### src/rtl/aes_wb_dma_pkg.sv
// CSR register map, FSM encoding and address helper shared by the aes_wb_dma copy engine.
package aes_wb_dma_pkg;

  localparam logic [9:0] CSR_STAT = 10'd0;
  localparam logic [9:0] CSR_CTRL = 10'd1;
  localparam logic [9:0] CSR_SRC  = 10'd2;
  localparam logic [9:0] CSR_DST  = 10'd3;
  localparam logic [9:0] CSR_LEN  = 10'd4;

  typedef enum logic [2:0] {
    ST_IDLE   = 3'd0,
    ST_RD     = 3'd1,
    ST_WAIT_W = 3'd2,
    ST_WR     = 3'd3,
    ST_WAIT_R = 3'd4
  } state_t;

  // Byte address of word idx past base; wraps modulo 2^32.
  function automatic logic [31:0] word_addr(input logic [31:0] base, input logic [10:0] idx);
    return base + {19'b0, idx, 2'b00};
  endfunction

endpackage

### src/rtl/aes_wb_dma.sv
// Wishbone master copy engine: one 32-bit word per 6 cycles against a 1-cycle-ack slave.
// Slave wait states stretch RD/WR without limit; CSR reads return data one cycle after csr_a.
module aes_wb_dma
  import aes_wb_dma_pkg::*;
#(
  parameter logic [3:0] csr_addr = 4'h0
) (
  input  logic        sys_clk,
  input  logic        sys_rst,
  input  logic [13:0] csr_a,
  input  logic        csr_we,
  input  logic [31:0] csr_di,
  output logic [31:0] csr_do,
  output logic [31:0] wb_adr_o,
  output logic [31:0] wb_dat_o,
  input  logic [31:0] wb_dat_i,
  output logic [3:0]  wb_sel_o,
  output logic        wb_stb_o,
  output logic        wb_cyc_o,
  output logic        wb_we_o,
  input  logic        wb_ack_i,
  output logic        irq
);

  state_t      state_q, state_d;
  logic [10:0] idx_q, idx_d;
  logic [31:0] dat_q, dat_d;
  logic [29:0] src_q, src_d;
  logic [29:0] dst_q, dst_d;
  logic [10:0] len_q, len_d;
  logic        irq_en_q, irq_en_d;
  logic        event_end_q, event_end_d;
  logic        aborted_q, aborted_d;
  logic        abort_pend_q, abort_pend_d;
  logic        start_q, start_d;
  logic [31:0] csr_do_q, csr_do_d;

  logic csr_sel;
  logic csr_wr;
  logic busy;
  logic last_word;
  logic xfer_done;

  assign csr_sel   = (csr_a[13:10] == csr_addr);
  assign csr_wr    = csr_sel & csr_we;
  assign busy      = (state_q != ST_IDLE);
  assign last_word = (({1'b0, idx_q} + 12'd1) == {1'b0, len_q});

  // Completion covers both the empty start and the final (or aborted) write ack.
  assign xfer_done = (state_q == ST_IDLE && start_q && len_q == '0)
                   || (state_q == ST_WR && wb_ack_i && (last_word || abort_pend_q));

  always_ff @(posedge sys_clk or posedge sys_rst) begin
    if (sys_rst) begin
      state_q <= ST_IDLE;
    end else begin
      state_q <= state_d;
    end
  end

  always_comb begin
    state_d = state_q;
    case (state_q)
      ST_IDLE: begin
        if (start_q && len_q != '0) begin
          state_d = ST_RD;
        end
      end
      ST_RD: begin
        if (wb_ack_i) begin
          state_d = ST_WAIT_W;
        end
      end
      ST_WAIT_W: state_d = ST_WR;
      ST_WR: begin
        if (wb_ack_i) begin
          state_d = (last_word || abort_pend_q) ? ST_IDLE : ST_WAIT_R;
        end
      end
      ST_WAIT_R: state_d = ST_RD;
      default:   state_d = ST_IDLE;
    endcase
  end

  always_comb begin
    wb_stb_o = 1'b0;
    wb_we_o  = 1'b0;
    wb_adr_o = '0;
    wb_dat_o = '0;
    case (state_q)
      ST_RD: begin
        wb_stb_o = 1'b1;
        wb_adr_o = word_addr({src_q, 2'b00}, idx_q);
      end
      ST_WR: begin
        wb_stb_o = 1'b1;
        wb_we_o  = 1'b1;
        wb_adr_o = word_addr({dst_q, 2'b00}, idx_q);
        wb_dat_o = dat_q;
      end
      default: ;
    endcase
  end

  assign wb_cyc_o = wb_stb_o;
  assign wb_sel_o = {4{wb_stb_o}};
  assign irq      = irq_en_q & event_end_q;
  assign csr_do   = csr_do_q;

  always_comb begin
    src_d        = src_q;
    dst_d        = dst_q;
    len_d        = len_q;
    irq_en_d     = irq_en_q;
    idx_d        = idx_q;
    dat_d        = dat_q;
    start_d      = 1'b0;
    abort_pend_d = abort_pend_q;
    event_end_d  = event_end_q;
    aborted_d    = aborted_q;

    if (csr_wr && !busy) begin
      case (csr_a[9:0])
        CSR_SRC: src_d = csr_di[31:2];
        CSR_DST: dst_d = csr_di[31:2];
        CSR_LEN: len_d = csr_di[10:0];
        default: ;
      endcase
    end

    if (csr_wr && csr_a[9:0] == CSR_CTRL) begin
      irq_en_d = csr_di[0];
      if (!busy) begin
        start_d = csr_di[1];
      end else if (csr_di[2]) begin
        abort_pend_d = 1'b1;
      end
    end

    if (csr_wr && csr_a[9:0] == CSR_STAT) begin
      if (csr_di[0]) event_end_d = 1'b0;
      if (csr_di[2]) aborted_d = 1'b0;
    end

    if (state_q == ST_IDLE && start_q) idx_d = '0;
    if (state_q == ST_RD && wb_ack_i) dat_d = wb_dat_i;
    if (state_q == ST_WR && wb_ack_i) idx_d = idx_q + 11'd1;

    // Placed after the W1C handling so a completion in the same cycle wins.
    if (xfer_done) begin
      event_end_d  = 1'b1;
      abort_pend_d = 1'b0;
      if (abort_pend_q) aborted_d = 1'b1;
    end
  end

  always_comb begin
    csr_do_d = '0;
    if (csr_sel) begin
      case (csr_a[9:0])
        CSR_STAT: csr_do_d = {29'b0, aborted_q, busy, event_end_q};
        CSR_CTRL: csr_do_d = {31'b0, irq_en_q};
        CSR_SRC:  csr_do_d = {src_q, 2'b00};
        CSR_DST:  csr_do_d = {dst_q, 2'b00};
        CSR_LEN:  csr_do_d = {21'b0, len_q};
        default:  csr_do_d = '0;
      endcase
    end
  end

  always_ff @(posedge sys_clk or posedge sys_rst) begin
    if (sys_rst) begin
      idx_q        <= '0;
      dat_q        <= '0;
      src_q        <= '0;
      dst_q        <= '0;
      len_q        <= '0;
      irq_en_q     <= 1'b0;
      event_end_q  <= 1'b0;
      aborted_q    <= 1'b0;
      abort_pend_q <= 1'b0;
      start_q      <= 1'b0;
      csr_do_q     <= '0;
    end else begin
      idx_q        <= idx_d;
      dat_q        <= dat_d;
      src_q        <= src_d;
      dst_q        <= dst_d;
      len_q        <= len_d;
      irq_en_q     <= irq_en_d;
      event_end_q  <= event_end_d;
      aborted_q    <= aborted_d;
      abort_pend_q <= abort_pend_d;
      start_q      <= start_d;
      csr_do_q     <= csr_do_d;
    end
  end

endmodule

### config.mk
export PLATFORM = sky130hd
export DESIGN_NAME = aes_wb_dma
export DESIGN_NICKNAME = d
export VERILOG_FILES = /design/src/rtl/aes_wb_dma_pkg.sv /design/src/rtl/aes_wb_dma.sv
export SDC_FILE = /design/constraint.sdc
export NUM_CORES = 1
export LEC_CHECK = 0
export BUFFER_PORTS_ARGS = -buffer_cell sky130_fd_sc_hd__buf_2
export CAP_MARGIN = 20
export CELL_PAD_IN_SITES_DETAIL_PLACEMENT = 0
export CELL_PAD_IN_SITES_GLOBAL_PLACEMENT = 1
export CORE_ASPECT_RATIO = 1.4
export CORE_MARGIN = 2
export CORE_UTILIZATION = 43
export CTS_BUF_LIST = sky130_fd_sc_hd__clkbuf_8
export CTS_CLUSTER_SIZE = 16
export DETAILED_ROUTE_END_ITERATION = 8
export GPL_TIMING_DRIVEN = 1
export HOLD_SLACK_MARGIN = 0.12
export PLACE_DENSITY = 0.81
export SLEW_MARGIN = 20
export SYNTH_ARGS = -nofsm -noshare
export SYNTH_HDL_FRONTEND = slang
export SYNTH_SLANG_ARGS = --single-unit
### constraint.sdc
create_clock -name sys_clk -period 6 [get_ports sys_clk]
set_input_delay 0.3 -clock sys_clk [delete_from_list [all_inputs] [get_ports sys_clk]]
set_output_delay 0.3 -clock sys_clk [all_outputs]
set_load 0.1 [all_outputs]
Yosys cells after proc, flatten, opt, wreduce, memory -nomap -nowiden. Cells that the tools add are included.

$add $sub $neg: 4. Multiply operators: 0. Div/mod/pow operators: 0. $lt $le $gt $ge: 0. Equality and inequality tests: 12. Shift-type cells: 0. Muxes and demuxes: 26. Bitwise logic cells: 2. Reductions and logical operators: 31.

Operator list (count): one-hot mux 32 bit (5 select lines) (1); adder 32 x 13 -> 32 bit (2); 2-to-1 mux 32 bit (2); one-hot mux 32 bit (2 select lines) (1); 2-to-1 mux 11 bit (2); equality test 10 x 2 -> 1 bit (second input constant) (2); 2-to-1 mux 1 bit (15); one-hot mux 3 bit (5 select lines) (1); adder 11 x 1 -> 12 bit (second input constant) (1); equality test 12 x 11 -> 1 bit (1); 2-to-1 mux 3 bit (4); nonzero test 2 bit (6); adder 11 x 1 -> 11 bit (second input constant) (1); zero test 11 bit (1); nonzero test 11 bit (1); equality test 10 x 1 -> 1 bit (second input constant) (1); equality test 10 x 3 -> 1 bit (second input constant) (1); zero test 10 bit (1); logical AND 1 bit (9); AND reduction 2 bit (4); equality test 3 x 2 -> 1 bit (second input constant) (2); inequality test 2 bit (second input constant) (3); AND reduction 3 bit (2); zero test 4 bit (1); 8 further kinds (10).

Register bits after elaboration: 154. Bits in latches: 0. Memory bits (writable): 0. Bits in read-only memories: 0. Bits of input ports: 82. Output and inout bits: 104. Word-level logic and storage cells: 87. Memories kept: 0.

Longest topological paths before layout. Gate-level depths: netlist of run 1.

Depth after elaboration: 7. Mapped depth: 16. Depth with buffers taken out: 12.

Least setup slack after synthesis of run 1. OpenSTA, ideal clock, no wires.

Kind: register to output. Start point: reg state_q[1]. End point: out wb_adr_o[26]. Arrival: 6.013 ns. Slack: -0.313 ns. Stages on the path, launching flop included: 15. Path buffers: 4. Path through: dfrtp_1 > buf_2 > nand3b_4 > inv_4 > clkbuf_1 > clkbuf_1 > clkbuf_1 > nand2_1 > nand2_1 > ha_1 > a21o_1 > and4_1 > o21ai_1 > a21oi_1 > a221oi_1.

Cells in the longest elaborated chain, start to end: 2. Elaborated cells on any way between the ends: 3. Those cells by class: 2 x eq/ne; 1 x mux.

Ends and longest elaborated chain: start, declared (RTL line aes_wb_dma.sv:25) `state_t state_q, state_d;`; start signal, assigned (RTL line aes_wb_dma.sv:57) `state_q <= state_d;`; equality test 3 x 2 -> 1 bit / equality test 3 x 1 -> 1 bit (equally long branches) (RTL line aes_wb_dma.sv:90) `case (state_q)`; one-hot mux 32 bit (2 select lines) (*) (RTL line aes_wb_dma.sv:90); end, declared (RTL line aes_wb_dma.sv:14) `output logic [31:0] wb_adr_o,`.

Every way passes the cells marked *; elsewhere a longest branch is shown, timed or not.

Final worst setup path of run 1.
Start point: reg state_q[1]. End point: out wb_adr_o[28].

The elaborated chain is that of the path after synthesis.

==> impl_metrics.toml, run 1 <==
[timing]
period_minus_slack_ns = 5.17
slew_headroom_pct = 33.9
rsz0062_at_grt = "no"
slew_viol_final = 0
hold_viol = 0
finalClockSkew_ns = 0.0214
tns_ns = 0
setup_viol = 0
worst_slew_pin_slew_ns = 0.991
fmax_ghz = 0.193
min_period_over_period_pct = 86.2

[drt]
drcViolationCount = 0
firstDrtPassIters = 5
wirelength_mm = 24.4
drtIter0Drc = 461
vias_per_cell = 5.55
via_count = 7129
ant_nets = 0
wl_per_cell_um = 19.0

[power]
p_leak_nw = 5.11
internal_power_mw = 1.88
power.share.clock_pct = 22.0
powerDensity_mw_per_mm2 = 352
seq_power_share_pct = 33.8
p_comb_share_pct = 44.1
p_sw_share_pct = 48.9
ir_drop_v = 0.000366
power.switching_mw = 1.80
totalPowerFinal_mw = 3.68

[worst_setup_path]
worstSetupEndpointType = "primary output"
reg2reg_from = "state_q[1]$_DFFE_PP0P_"
critPathLaunchType = "register"
reg2reg_setup_slack_ns = 2.85
rr_worst_depth = 7
crit_arrival_ns = 4.87
crit_fanout = 64
path_class = "register to primary output"
critical_path_required_ns = 5.70
rr_endpoint = "abort_pend_q$_DFFE_PP0P_"

[grt]
grt_pass1_vias = 7178
antenna_found_initial = 0
grt_max_degree = 105
grtUsageTotal_pct = 24.3
grt_pass1_wl_mm = 38.3
globalRouteOverflowTotal = 0

[placement]
dpl.hpwl_mm = 17.1
gp_congestion = 0.864
port_buffers = 183

[final_layout]
antenna-diode-count = 0
layout_common_cells = "183 x buf_2, 154 x dfrtp_1, 100 x mux2_2, 73 x nand2_1, 69 x nor2_1"
layout_commonest_cell = "buf_2"
num-nets-final = 1120
area_growth_pct = 26.7
final_layout_size_suffix_gt1_share_pct = 32.8

[logic_synthesis]
syn_area_mm2 = 0.00827
avgSynthCellArea_um2 = 10.4
ys_types = 63
ys.flop_type = "dfrtp_1"
synth-edff-count = 0
syn_inst = 793
synth.yosys.seq_area_share_pct = 46.6
async_flop_share_pct = 100
yosysWarningCount = 0
synth_seq_cells = 154

[worst_hold_path]
hold_path_end = "state_q[0]$_DFFE_PP0P_"
worstHoldPathType = "input pin to register"
worstHoldPathCells = 3
worstHoldStart = "wb_ack_i"

[floorplan]
rows = 60
start_util_pct = 43.3
die_x_um = 121
die_area_mm2 = 0.0204
io_pins = 186
core_mm2 = 0.0191
die_y_um = 168

[clocking]
cts_tree = "built"
h-tree-depth = 4
cts_resized = 0
cts_root_buf = "clkbuf_8"
path_clk_slew_ns = 0.10
clock_latency_ns = 0.47
clockBufferDepth = 2
cts_inserted_buffers = 17
cts_sinks = 154

[flow_run]
max-cap-violations = 0

[run_status]
status = "finished, final reports clean"
kinds of logic after synthesis:
kind of cell,share of synthesized area [%]
AND/OR/NAND/NOR,16.6
flip-flops,46.6
AO/OA/AOI/OAI,12.0
multiplexers,16.3
buffers and inverters,2.98
XOR/XNOR,3.25
adder cells (fa/ha/maj),2.21
other,0.0454
layer usage:
metal  routed length [um]  vias to the layer above  track usage [%]
li1                     -                     3328                -
met1                 9380                     3541             28.0
met2                13200                      213             44.6
met3                 1060                       47             3.76
met4                  747                        0             9.55
met5                    0                        -                0
through the flow:
step	setup slack, ns	area [um2]	instances	utilization (%)	hold slack, ns
detailed placement	1.37	9390	1186	49.2	0.466
floorplan	0.152	8300	794	-	0.434
finish	0.831	10500	1285	54.9	0.201
CTS	0.825	10500	1285	54.9	0.162
global placement	1.47	9390	1186	49.2	0.460
global route	0.513	10500	1285	54.9	0.179
worst max-delay path, cell delays in order (launching register included):
cell and delay (ns):
dfrtp_1 0.34, buf_4 0.29, nand3b_4 0.42, inv_4 0.63
nand2_1 0.14, nand2_1 0.09, ha_1 0.18, fa_1 0.21
a21o_1 0.14, and4_1 0.25, o21ai_1 0.20, a21oi_1 0.67
a31oi_1 0.20, nor3_2 0.18, buf_2 0.44
registers in the layout, indices dropped and copies added, names as in the netlist:
register,count
abort_pend_q,1
aborted_q,1
csr_do,32
dat_q,32
dst_q,30
event_end_q,1
idx_q,11
irq_en_q,1
len_q,11
src_q,30
start_q,1
state_q,3
layout make-up:
| class | count | area [um2] |
|---|---|---|
| Clock buffer | 17 | 234 |
| Clock inverter | 15 | 176 |
| Fill cell | 1790 | 8600 |
| Inverter | 7 | 33.8 |
| Multi-Input combinational cell | 585 | 4210 |
| Sequential cell | 154 | 3850 |
| Tap cell | 248 | 310 |
| Timing Repair Buffer | 259 | 1650 |
timing repair:
item	CTS	global route
setup buffers	0	0
hold buffers	67	0
hold endpoints to repair	208	0
synthesized netlist by cell type (7+ instances only):
cell type  instances  area share (%)
o21ai_0           27             1.6
nor4_1             8            0.61
xor2_1            13             1.4
buf_4              8            0.73
nand2_1           73             3.3
ha_1              13             2.0
nor3_1            15            0.91
clkbuf_1          31             1.4
xnor2_1           15             1.6
dfrtp_1          154              47
mux2_1             7            0.95
nand4_1           12            0.91
a222oi_1          10             1.2
nor2_1            69             3.1
mux2i_1           14             1.7
a21oi_1           24             1.5
and3_1             9            0.68
and2_1            44             3.3
nand3_1           21             1.3
a31oi_1            7            0.53
a22oi_1           23             2.1
mux2_2           100              14
worst max-delay path by stage:
stage                           start           end  slack [ns]
2_1_floorplan  state_q[1]$_DFFE_PP0P_   wb_adr_o[8]        0.15
3_3_place_gp   state_q[1]$_DFFE_PP0P_  wb_adr_o[28]        1.47
3_5_place_dp   state_q[1]$_DFFE_PP0P_  wb_adr_o[28]        1.37
4_1_cts        state_q[1]$_DFFE_PP0P_  wb_adr_o[28]        0.82
5_1_grt        state_q[1]$_DFFE_PP0P_  wb_adr_o[28]        0.51
6_report       state_q[1]$_DFFE_PP0P_  wb_adr_o[28]        0.83
power by group through the flow:
| stage | logic (mW) | registers, mW | clock network (mW) |
|---|---|---|---|
| floorplan | 1.36 | 1.24 | 0 |
| detailed placement | 1.59 | 1.27 | 0 |
| CTS | 1.63 | 1.25 | 0.832 |
| global route | 1.71 | 1.27 | 0.877 |
| finish | 1.62 | 1.25 | 0.812 |
| global placement | 1.59 | 1.26 | 0 |
Note: power is estimated with default switching activity, not from simulation.
==> inputs of run 2 (changes only) <==
clock period = 5.5 ns   (was 6 ns; I/O delays follow)
==> run 2 against run 1 <==
Register-to-register slack got worse by 0.12 ns. Worst hold slack improved by 0.044 ns. Combinational power rose by 9.9%. Via count fell by 0.93%. Global-route usage up 0.24 points. Clock power up 9.2%. Largest cell class unchanged. Highest routed layer unchanged.
==> impl_metrics.toml, run 2 (synthesized netlist as in run 1, its figures left out) <==
[run_status]
status = "finished, final reports clean"

[drt]
wl_per_cell_um = 19.1
via_count = 7063
firstDrtPassIters = 5
wirelength_mm = 24.5
drcViolationCount = 0
ant_nets = 0
vias_per_cell = 5.51
drtIter0Drc = 440

[timing]
min_period_over_period_pct = 84.9
timing.final.ws_setup_ns = 0.830
slew_viol_final = 0
setup_viol = 0
finalClockSkew_ns = 0.0110
fmax_ghz = 0.214
fin_hold_ws_ns = 0.245
hold_viol = 0
rsz0062_at_grt = "no"
slew_headroom_pct = 39.8
period_minus_slack_ns = 4.67
tns_ns = 0
worst_slew_pin_slew_ns = 0.904

[worst_setup_path]
slowest_stage = "a21oi_1"
critical-path-top-delay-family = "compound AO/OA/AOI/OAI gates"
slowest_delay_ns = 0.64
path_class = "register to primary output"
reg2reg_setup_slack_ns = 2.73
cp_num_buf_inv = 2
rr_endpoint = "abort_pend_q$_DFFE_PP0P_"
rr_worst_depth = 7
path_cells = "nand3b_4 -> inv_4 -> nand2_1 -> nand2_1 -> ha_1 -> fa_1 -> a21o_1 -> and4_1 -> o21ai_1 -> a21oi_1 -> nand3_1 -> a21oi_2 -> buf_2"
crit_arrival_ns = 4.39
crit_path_frequent_cell = "nand2_1"
critical_path_required_ns = 5.22
worstSetupEndpointType = "primary output"
reg2reg_from = "idx_q[1]$_DFFE_PP0P_"
crit_fanout = 64
critPathLaunchType = "register"

[floorplan]
die_x_um = 121
start_util_pct = 43.3
rows = 60
die_y_um = 168
die_area_mm2 = 0.0204
core_mm2 = 0.0191
io_pins = 186

[clocking]
cts_tree = "built"
cts_inserted_buffers = 17
h-tree-depth = 4
clockBufferDepth = 2
path_clk_slew_ns = 0.10
cts_setup_buffers = 0
clock_latency_ns = 0.46
cts_root_buf = "clkbuf_8"
cts_sinks = 154

[power]
p_leak_nw = 5.10
totalPowerFinal_mw = 4.03
ir_drop_v = 0.000418
powerDensity_mw_per_mm2 = 385

[placement]
port_buffers = 183
dp_cells = 1185
gp_congestion = 0.911
dp_slack_ns = 1.37
dpl.hpwl_mm = 16.8
place_area_mm2 = 0.00941

[final_layout]
layout_commonest_cell = "buf_2"
final_layout_size_suffix_gt1_share_pct = 33.6
seq_area_mm2 = 0.00385
utilization_pct = 55.0
final_cells = 1283
layout_common_cells = "183 x buf_2, 154 x dfrtp_1, 100 x mux2_2, 73 x nand2_1, 69 x nor2_1"
n_fill_cell = 1780
multi_input_area_mm2 = 0.00424
num-nets-final = 1118
area_growth_pct = 26.9
antenna-diode-count = 0
final_area_mm2 = 0.0105

[grt]
globalRouteOverflowTotal = 0
grt_pass1_wl_mm = 38.6
grtUsageTotal_pct = 24.5
grt_pass1_vias = 7127
antenna_found_initial = 0
grt_max_degree = 91

[worst_hold_path]
worstHoldPathCells = 4
worstHoldPathType = "input pin to register"
hold_path_end = "abort_pend_q$_DFFE_PP0P_"
worstHoldStart = "csr_a[1]"

[flow_run]
max-cap-violations = 0
run 2: cell count changes in the layout (fill, tap and decap cells not counted), moves of 2 or more:
cell | previous run | this run
a21oi_1 | 24 | 20
a21oi_2 | 2 | 6
clkinv_4 | 2 | 0
inv_8 | 2 | 4
run 2: timing repair:
action	CTS	global route
hold buffers	66	0
endpoints found under the hold margin	194	0
gates resized for setup	0	0
run 2: where the power goes:
group	leakage, nW	switching (mW)	internal (mW)
combinational	2.83	1.38	0.403
clock	0.204	0.502	0.385
sequential	2.07	0.0893	1.27
total	5.10	1.97	2.06
run 2: layout make-up:
cell class	count	share of cell area, %
repair buffers	257	15.6
clock buffers	17	2.23
inverters	7	0.322
well taps	248	2.96
flip-flops and latches	154	36.7
clock inverters	15	1.71
multi-input cells	585	40.4
run 2: worst max path at each step:
stage	from	to	slack, ns	cells after the start
finish	state_q[2]$_DFFE_PP0P_	wb_adr_o[18]	0.83	13
global route	state_q[2]$_DFFE_PP0P_	wb_adr_o[18]	0.46	13
CTS	state_q[2]$_DFFE_PP0P_	wb_adr_o[18]	0.84	13
detailed placement	state_q[2]$_DFFE_PP0P_	wb_adr_o[18]	1.37	13
global placement	state_q[2]$_DFFE_PP0P_	wb_adr_o[18]	1.44	13
floorplan	state_q[1]$_DFFE_PP0P_	wb_adr_o[28]	0.06	16
run 2: worst register-to-register path, cell delays in order, from the launching register on:
cell and delay (ns):
dfrtp_1 0.51, ha_1 0.34, nand3_1 0.24, nor4_1 0.70, xnor2_1 0.16, nor4_1 0.39, a21oi_1 0.16, a21boi_1 0.16
run 2: per-layer routing:
layer | part of all wire (%) | wire length (um) | track usage, %
met4 | 3.4 | 830 | 11.0
met2 | 53 | 13100 | 43.3
met5 | 0 | 0 | 0
met1 | 40 | 9730 | 29.2
met3 | 3.5 | 863 | 3.76
==> inputs of run 3 (changes only) <==
CORE_UTILIZATION = 39   (was 43)
PLACE_DENSITY = 0.77   (was 0.81)
clock period = 3.77 ns   (was 5.5 ns; I/O delays follow)
==> run 3 against run 2 <==
Final area increased by 8.5%. First-iteration DRC count grew 21%. Clock skew rose by 0.0090 ns. Count of clock-buffer cells in the layout unchanged. Combinational power grew 55%. Largest power group unchanged. Highest routed layer unchanged.
==> impl_metrics.toml, run 3 (synthesized netlist as in run 1, its figures left out) <==
[run_status]
status = "finished, final reports clean"

[drt]
wl_met1_mm = 9.63
via_count = 7218
drcViolationCount = 0
routed.top_layer = "met4"
ant_nets = 0
drtIter0Drc = 531
wirelength_mm = 25.2
vias_per_cell = 5.48
met3_wirelength_um = 964
wl_per_cell_um = 19.1
wl_met2_mm = 13.8
firstDrtPassIters = 7

[flow_run]
max-cap-violations = 0

[final_layout]
final_layout_size_suffix_gt1_share_pct = 37.7
layout_commonest_cell = "buf_2"
final_area_mm2 = 0.0114
utilization_pct = 54.3
area_growth_pct = 37.7
final_cells = 1317
num-nets-final = 1140
layout_common_cells = "157 x buf_2, 152 x dfrtp_1, 100 x mux2_2, 70 x nand2_1, 68 x dlygate4sd3_1"
antenna-diode-count = 0

[floorplan]
io_pins = 186
die_y_um = 176
die_x_um = 127
die_area_mm2 = 0.0224
rows = 63
core_mm2 = 0.0210
start_util_pct = 39.4

[grt]
antenna_found_initial = 0
grt_pass1_vias = 7332
grt_max_degree = 69
globalRouteOverflowTotal = 0
grt_pass1_wl_mm = 39.9
grtUsageTotal_pct = 22.9

[timing]
setup_viol = 0
period_minus_slack_ns = 3.70
finalClockSkew_ns = 0.0200
fmax_ghz = 0.270
timing.final.ws_setup_ns = 0.0687
worst_slew_pin_slew_ns = 0.908
slew_headroom_pct = 39.5
min_period_over_period_pct = 98.2
rsz0062_at_grt = "yes"
slew_viol_final = 0
fin_hold_ws_ns = 0.147
hold_viol = 0
tns_ns = 0

[worst_setup_path]
critical_path_required_ns = 3.58
rr_endpoint = "abort_pend_q$_DFFE_PP0P_"
worstSetupEndpointType = "primary output"
rr_worst_depth = 7
crit_fanout = 8
critPathLaunchType = "register"
reg2reg_from = "idx_q[0]$_DFFE_PP0P_"
path_class = "register to primary output"
reg2reg_setup_slack_ns = 0.92
crit_arrival_ns = 3.51

[worst_hold_path]
hold_path_end = "event_end_q$_DFFE_PP0P_"
worstHoldStart = "csr_a[0]"
worstHoldPathType = "input pin to register"
worstHoldPathCells = 5

[clocking]
clock_latency_ns = 0.46
cts_sinks = 154
clockBufferDepth = 2
cts_tree = "built"
cts_inserted_buffers = 17
h-tree-depth = 4
cts_root_buf = "clkbuf_8"
path_clk_slew_ns = 0.11

[placement]
dp_slack_ns = 0.430
dp_cells = 1207
dpl.hpwl_mm = 17.9
place_area_mm2 = 0.0101
gp_congestion = 0.891
port_buffers = 183

[power]
ir_drop_v = 0.000686
powerDensity_mw_per_mm2 = 533
p_leak_nw = 5.34
totalPowerFinal_mw = 6.07
[run 3: changes by cell type in the layout (fill, tap and decap cells not counted), moves of 11 or more]
cell,previous run,this run
buf_12,0,27
buf_2,183,157
buf_4,8,26
nor2_1,69,57
nor2_2,0,11
[run 3: cell type report]
cell class	count	area, um2
fill	1836	9590
multi-input combinational	586	4530
sequential	154	3860
timing repair buffer	278	2200
tap	260	325
clock buffer	17	234
clock inverter	15	194
inverter	7	37.5
[run 3: what timing repair did]
| item | CTS | global route |
|---|---|---|
| pin swaps | 0 | 6 |
| hold endpoints to repair | 129 | 0 |
| setup endpoints to repair | 3 | 8 |
| hold buffers | 68 | 0 |
| buffers inserted | 2 | 7 |
| gates cloned | 1 | 0 |
| gates resized for setup | 3 | 22 |
[run 3: worst max-delay path by stage]
| stage | start | endpoint | slack (ns) | cells past startpoint |
|---|---|---|---|---|
| 2_1_floorplan | state_q[2]$_DFFE_PP0P_ | wb_adr_o[12] | -0.08 | 14 |
| 3_3_place_gp | state_q[2]$_DFFE_PP0P_ | wb_adr_o[12] | 0.48 | 13 |
| 3_5_place_dp | state_q[2]$_DFFE_PP0P_ | wb_adr_o[12] | 0.43 | 13 |
| 4_1_cts | state_q[2]$_DFFE_PP0P_ | wb_adr_o[17] | 0.004 | 12 |
| 5_1_grt | state_q[2]$_DFFE_PP0P_ | wb_adr_o[12] | -0.04 | 12 |
| 6_report | state_q[2]$_DFFE_PP0P_ | wb_adr_o[12] | 0.07 | 12 |
[run 3: critical path, stage by stage (launching register included)]
cell	delay [ns]
dfrtp_2	0.46
nand3b_4	0.21
nand2_2	0.11
nand2_4	0.06
ha_4	0.16
fa_2	0.34
a21o_1	0.18
and4_4	0.17
o21a_1	0.18
o21a_1	0.22
o41ai_4	0.42
mux2i_4	0.34
buf_12	0.20
[run 3: where the power goes]
group          switching, mW  leakage [nW]  internal, mW  total (mW)
clock network          0.787         0.212         0.519        1.31
logic                   2.09          3.06         0.674        2.76
registers              0.143          2.07          1.86        2.00
[run 3: routing by layer]
layer | vias up | GRT usage (%)
li1 | 3377 | -
met1 | 3529 | 26.0
met2 | 246 | 43.0
met3 | 66 | 3.48
met4 | 0 | 8.65
met5 | - | 0
